$ cat src/rtl/vliw_fetch_unit_pkg.sv
// Shared fetch-pipeline definitions: reset/vector constants and the redirect-cause encoding.
package vliw_fetch_unit_pkg;

    localparam logic [31:0] RESET_PC_DEF   = 32'h0000_0000;
    localparam logic [31:0] EXC_VECTOR_DEF = 32'h0000_0100;
    localparam int unsigned PC_STEP_DEF    = 4;

    typedef enum logic [1:0] {
        CauseSeq    = 2'd0,
        CauseBranch = 2'd1,
        CauseJump   = 2'd2,
        CauseExc    = 2'd3
    } redirect_cause_e;

    // Priority: exception > jump > taken branch > sequential.
    function automatic redirect_cause_e redirect_cause(input logic exc, input logic jump,
                                                       input logic branch);
        if (exc) begin
            return CauseExc;
        end else if (jump) begin
            return CauseJump;
        end else if (branch) begin
            return CauseBranch;
        end
        return CauseSeq;
    endfunction

endpackage

$ cat src/rtl/vliw_fetch_unit_fetch_fifo.sv
// Prefetch buffer: synchronous FIFO with flush; head reads as zero when empty.
module vliw_fetch_unit_fetch_fifo #(
    parameter int unsigned WIDTH = 64,
    parameter int unsigned DEPTH = 4,
    localparam int unsigned AW   = $clog2(DEPTH),
    localparam int unsigned CW   = AW + 1
) (
    input  logic             i_clk,
    input  logic             i_reset,
    input  logic             i_flush,
    input  logic             i_push,
    input  logic [WIDTH-1:0] i_wdata,
    input  logic             i_pop,
    output logic [WIDTH-1:0] o_rdata,
    output logic [CW-1:0]    o_count
);

    logic [WIDTH-1:0] r_mem [DEPTH];
    logic [AW-1:0]    r_wptr;
    logic [AW-1:0]    r_rptr;
    logic [CW-1:0]    r_count;

    always_ff @(posedge i_clk or posedge i_reset) begin
        if (i_reset) begin
            r_wptr  <= '0;
            r_rptr  <= '0;
            r_count <= '0;
        end else if (i_flush) begin
            r_wptr  <= '0;
            r_rptr  <= '0;
            r_count <= '0;
        end else begin
            if (i_push) begin
                r_wptr <= r_wptr + AW'(1);
            end
            if (i_pop) begin
                r_rptr <= r_rptr + AW'(1);
            end
            if (i_push && !i_pop) begin
                r_count <= r_count + CW'(1);
            end else if (!i_push && i_pop) begin
                r_count <= r_count - CW'(1);
            end
        end
    end

    always_ff @(posedge i_clk) begin
        if (i_push && !i_flush) begin
            r_mem[r_wptr] <= i_wdata;
        end
    end

    assign o_rdata = (r_count != '0) ? r_mem[r_rptr] : '0;
    assign o_count = r_count;

endmodule

$ cat src/rtl/vliw_fetch_unit.sv
// VLIW instruction fetch: PC/redirect select, imem request gating, epoch-tagged
// response capture into a prefetch FIFO, valid/ready output to decode.
module vliw_fetch_unit
    import vliw_fetch_unit_pkg::*;
#(
    parameter int unsigned SLOT_W     = 16,
    parameter int unsigned NUM_SLOTS  = 2,
    parameter int unsigned FIFO_DEPTH = 4,
    parameter logic [31:0] RESET_PC   = RESET_PC_DEF,
    parameter logic [31:0] EXC_VECTOR = EXC_VECTOR_DEF,
    parameter int unsigned PC_STEP    = PC_STEP_DEF
) (
    input  logic                          i_clk,
    input  logic                          i_reset,
    input  logic                          i_fetch_en,
    input  logic                          i_branch_taken,
    input  logic [31:0]                   i_branch_target,
    input  logic                          i_jump,
    input  logic [31:0]                   i_jump_target,
    input  logic                          i_exception,
    output logic                          o_imem_req,
    output logic [31:0]                   o_imem_addr,
    input  logic [SLOT_W*NUM_SLOTS-1:0]   i_imem_rdata,
    output logic                          o_out_valid,
    input  logic                          i_out_ready,
    output logic [SLOT_W*NUM_SLOTS-1:0]   o_out_bundle,
    output logic [31:0]                   o_out_pc,
    output logic [31:0]                   o_fetch_pc
);

    localparam int unsigned BW = SLOT_W * NUM_SLOTS;
    localparam int unsigned CW = $clog2(FIFO_DEPTH) + 1;
    localparam logic [CW:0] DEPTH_L = FIFO_DEPTH[CW:0];

    logic [31:0]     r_pc;
    logic            r_epoch;
    logic            r_inflight;
    logic            r_inflight_epoch;
    logic [31:0]     r_req_pc;

    redirect_cause_e w_cause;
    logic            w_redirect;
    logic [31:0]     w_target;
    logic [CW-1:0]   w_count;
    logic [CW:0]     w_occupancy;
    logic            w_req;
    logic            w_push;
    logic            w_pop;
    logic [BW+31:0]  w_head;

    assign w_cause    = redirect_cause(i_exception, i_jump, i_branch_taken);
    assign w_redirect = (w_cause != CauseSeq);

    always_comb begin
        w_target = r_pc;
        unique case (w_cause)
            CauseExc:    w_target = EXC_VECTOR;
            CauseJump:   w_target = i_jump_target;
            CauseBranch: w_target = i_branch_target;
            default:     w_target = r_pc;
        endcase
    end

    // Counting the in-flight fetch guarantees its response always has a free slot.
    assign w_occupancy = {1'b0, w_count} + {{CW{1'b0}}, r_inflight};
    assign w_req       = i_fetch_en & ~i_reset & ~w_redirect & (w_occupancy < DEPTH_L);

    always_ff @(posedge i_clk or posedge i_reset) begin
        if (i_reset) begin
            r_pc             <= RESET_PC;
            r_epoch          <= 1'b0;
            r_inflight       <= 1'b0;
            r_inflight_epoch <= 1'b0;
            r_req_pc         <= '0;
        end else begin
            r_inflight <= w_req;
            if (w_req) begin
                r_inflight_epoch <= r_epoch;
                r_req_pc         <= r_pc;
            end
            if (w_redirect) begin
                r_pc    <= w_target;
                r_epoch <= ~r_epoch;
            end else if (w_req) begin
                r_pc <= r_pc + 32'(PC_STEP);
            end
        end
    end

    // Flush inside the FIFO overrides a push that lands in a redirect cycle.
    assign w_push = r_inflight & (r_inflight_epoch == r_epoch);
    assign w_pop  = o_out_valid & i_out_ready;

    vliw_fetch_unit_fetch_fifo #(
        .WIDTH (BW + 32),
        .DEPTH (FIFO_DEPTH)
    ) u_fetch_fifo (
        .i_clk   (i_clk),
        .i_reset (i_reset),
        .i_flush (w_redirect),
        .i_push  (w_push),
        .i_wdata ({r_req_pc, i_imem_rdata}),
        .i_pop   (w_pop),
        .o_rdata (w_head),
        .o_count (w_count)
    );

    assign o_imem_req   = w_req;
    assign o_imem_addr  = r_pc;
    assign o_fetch_pc   = r_pc;
    assign o_out_valid  = (w_count != '0);
    assign o_out_bundle = w_head[BW-1:0];
    assign o_out_pc     = w_head[BW+31:BW];

endmodule

$ cat config.mk
export PLATFORM = sky130hd
export DESIGN_NAME = vliw_fetch_unit
export DESIGN_NICKNAME = d
export VERILOG_FILES = /design/src/rtl/vliw_fetch_unit_pkg.sv /design/src/rtl/vliw_fetch_unit_fetch_fifo.sv /design/src/rtl/vliw_fetch_unit.sv
export SDC_FILE = /design/constraint.sdc
export NUM_CORES = 1
export LEC_CHECK = 0
export CORE_UTILIZATION = 53
export DETAILED_ROUTE_END_ITERATION = 16
export PLACE_DENSITY_LB_ADDON = 0.1
export SLEW_MARGIN = 15
export SYNTH_ARGS = -nofsm -noshare
export SYNTH_HDL_FRONTEND = slang
export SYNTH_SLANG_ARGS = --single-unit
$ cat constraint.sdc
create_clock -name i_clk -period 3.1 [get_ports i_clk]
set_input_delay 0.775 -clock i_clk [delete_from_list [all_inputs] [get_ports i_clk]]
set_output_delay 0.775 -clock i_clk [all_outputs]
set_load 0.02 [all_outputs]
==> summary.json <==
{
  "run_status": "complete, no violations",
  "cts_sinks": 330,
  "initial_utilization_pct": 54.4,
  "timing.hold.worst.class": "reg -> reg",
  "routed_wl_mm": 31.9,
  "worstSetupEndpointType": "output pin",
  "vdd.ir_drop.worst_mv": 0.342,
  "power_leakage_nw": 6.32,
  "ys_seq_area_share_pct": 69.2,
  "antenna_cells_inserted": 0,
  "worst_skew_pair.late_latency_ps": 530,
  "critical_path_arrival_ps": 2270,
  "final_layout_size_suffix_gt1_share_pct": 21.9,
  "clk_pin_slew_ps": 60,
  "worstSetupStartpointType": "input port",
  "synth-edff-count": 256,
  "min_period_over_period_pct": 98.3,
  "syn2layout_area_growth_pct": 27.7,
  "postSynthCellCount": 811,
  "first_global_vias": 8132,
  "cp_max_fo": 2,
  "antenna_left": 0,
  "ys_ff_latch": 330,
  "hpwl_mm": 20.4,
  "dpl_worst_slack_ps": -206,
  "post_synth_num_cell_types": 53,
  "min_delay_worst_endpoint": "u_fetch_fifo.r_mem[1][41]$_DFFE_PP_",
  "number_of_failing_hold_endpoints_at_the_final_stage": 0,
  "placed_cell_area_um2": 16600,
  "clock_tree.htree_level_count": 1,
  "cts_tree": "done",
  "firstDrtPassIters": 4,
  "first_iter_violations": 578,
  "die_width_um": 163,
  "dominantRegCellSynth": "edfxtp_1",
  "globalRouteOverflowTotal": 0,
  "antenna_violations_before_repair": 0,
  "synth.yosys.warnings": 0,
  "worst_hold_startpoint": "r_req_pc[9]$_DFFE_PP0P_",
  "gp_congestion": 0.801,
  "synthesis.nets": 921,
  "relSlewSlack_pct": 62.5,
  "synth_area_leaders": "edfxtp_1 (56%), dfrtp_1 (13%), mux4_2 (10%)",
  "detail_route.wl_per_cell_um": 22.8,
  "ios": 233,
  "minimum_clock_period_ps": 3050,
  "clock_skew_ps": 15.6,
  "routed_via_density": 5.70,
  "synth_commonest_cells": "edfxtp_1 (256), dfrtp_1 (74), and2_1 (66), mux4_2 (64), buf_4 (32)",
  "port_buffers": 232,
  "cells_on_worst_hold_path": 0,
  "track_usage_pct": 24.2,
  "critical_path.reg2reg.endpoint": "u_fetch_fifo.o_count[2]$_DFFE_PP0P_",
  "clk_path_buf_depth": 3,
  "pnr_worst_setup_slack_ps": 53.5,
  "timing_worst_slew_pin_value_ps": 558,
  "yosysTopAreaCellShare_pct": 55.8,
  "power.density_cell_area_nw_per_um2": 535,
  "worstPathRequired_ps": 2320,
  "clock.fmax_ghz": 0.328,
  "design_area_um2": 17600,
  "fp-row-count": 58,
  "cts_buffers": 31,
  "rr_worst_depth": 8,
  "timing.final.setup_violations": 0,
  "max_cap_viol_count": 0,
  "grt_first_pass_wirelength_mm": 47.8,
  "die_h_um": 163,
  "drc_errors": 0,
  "synth_largest_area_cell": "edfxtp_1",
  "rsz0062_at_grt": "no",
  "mappedNetlistArea_um2": 13800,
  "worstSetupPathType": "in -> out",
  "vias": 7971,
  "synthMostInstantiatedCell": "edfxtp_1",
  "timing_max_transition_violations_final": 0,
  "clock_tree.root_cell": "clkbuf_16",
  "fp.dieArea_um2": 26700,
  "grt_start_max_net_pins": 42,
  "postSynthAreaPerCell_um2": 17.0,
  "core_area_um2": 25300,
  "fin_nets": 1155,
  "postSynth.asyncResetShare_pct": 22.4,
  "timing.reg2reg.setup_slack_ps": 760,
  "reg2reg_from": "u_fetch_fifo.o_count[1]$_DFFE_PP0P_",
  "report.power.total_mw": 9.41,
  "fin_setup_tns_ps": 0
}
[layer usage]
layer / vias up / GRT usage, % / share of wire [%]
met5: - / 0 / 0
met4: 0 / 4.38 / 1.1
met3: 30 / 4.34 / 7.7
met2: 332 / 39.7 / 49
met1: 4013 / 34.3 / 42
li1: 3596 / - / -
[cell usage in the layout, fill, tap and decap left out, drive strengths merged, types with 2 or more instances in the layout]
cell type / Yosys / routed
edfxtp: 256 / 256
clkdlybuf4s50: 0 / 166
dfrtp: 74 / 74
and2: 66 / 66
mux4: 64 / 64
buf: 48 / 60
clkbuf: 27 / 54
dlygate4sd2: 0 / 34
mux2: 26 / 26
nor2: 26 / 26
o22ai: 22 / 22
a211oi: 20 / 20
o21ai: 19 / 19
nand2: 17 / 17
inv: 16 / 15
xnor2: 15 / 15
nand4: 15 / 15
xor2: 14 / 14
nand3: 13 / 13
and3: 12 / 12
a21oi: 9 / 9
clkdlybuf4s15: 0 / 9
clkinv: 0 / 8
nor3: 7 / 7
ha: 6 / 6
and4: 5 / 5
a31oi: 4 / 4
nor4: 4 / 4
mux2i: 3 / 3
a22oi: 3 / 3
a2111oi: 2 / 2
or3: 2 / 2
o41ai: 2 / 2
[state kept, by name, indices dropped and copies added (netlist names)]
signal                count
u_fetch_fifo.r_mem      256
o_fetch_pc               32
r_req_pc                 32
u_fetch_fifo.o_count      3
u_fetch_fifo.r_rptr       2
u_fetch_fifo.r_wptr       2
r_epoch                   1
r_inflight                1
r_inflight_epoch          1
[layout make-up]
cell class	count	area, µm²
inverters	16	61.3
clock buffers	49	923
well taps	330	413
clock inverters	8	40.0
flip-flops and latches	330	9550
multi-input cells	390	3800
fillers	1741	7720
repair buffers	276	2820
[where the power goes]
part / internal [mW] / leakage (nW) / switching [mW]
registers: 4.98 / 3.27 / 0.197
clock network: 2.03 / 0.474 / 1.48
logic: 0.383 / 2.57 / 0.337
total: 7.40 / 6.32 / 2.02
[worst max-delay path, stage by stage]
cell             delay, ps
clkdlybuf4s50_1        490
or3b_4                 420
nor2_8                 100
nand2_2                 70
inv_1                   80
dlygate4sd2_1          340
[per-stage QoR]
step	utilization, %	cells	hold WS (ps)
after floorplan	-	811	471
after global routing	69.5	1399	528
after CTS	69.4	1397	508
final	69.5	1399	513
after detailed placement	65.4	1332	502
after global placement	65.4	1332	493
[repair_timing]
action / 4_1_cts / 5_1_grt
gates resized for setup: 141 / 17
hold buffers: 0 / 0
setup endpoints to repair: 65 / 25
gates cloned: 3 / 2
buffers inserted: 5 / 0
[kinds of logic (layout without fill, tap and decap cells)]
kind of cell / Yosys count / after routing / share of synthesized area [%]
adder cells (fa/ha/maj): 7 / 7 / 0.690
AND/OR/NAND/NOR: 173 / 173 / 7.75
AO/OA/AOI/OAI: 88 / 88 / 4.28
flip-flops: 330 / 330 / 69.2
multiplexers: 93 / 93 / 12.8
XOR/XNOR: 29 / 29 / 1.84
buffers and inverters: 91 / 349 / 3.44
[worst max path at each step]
stage                                             from                            endpoint  cells after the start
finish                                      i_fetch_en                          o_imem_req                      6
global route        u_fetch_fifo.r_rptr[0]$_DFFE_PP0P_                        o_out_pc[21]                      6
CTS                 u_fetch_fifo.r_rptr[0]$_DFFE_PP0P_                        o_out_pc[20]                      5
detailed placement                          i_fetch_en                          o_imem_req                      6
global placement                            i_fetch_en                          o_imem_req                      6
floorplan                               i_branch_taken  u_fetch_fifo.r_mem[0][0]$_DFFE_PP_                      4
Power figures use the tool's default switching activity.
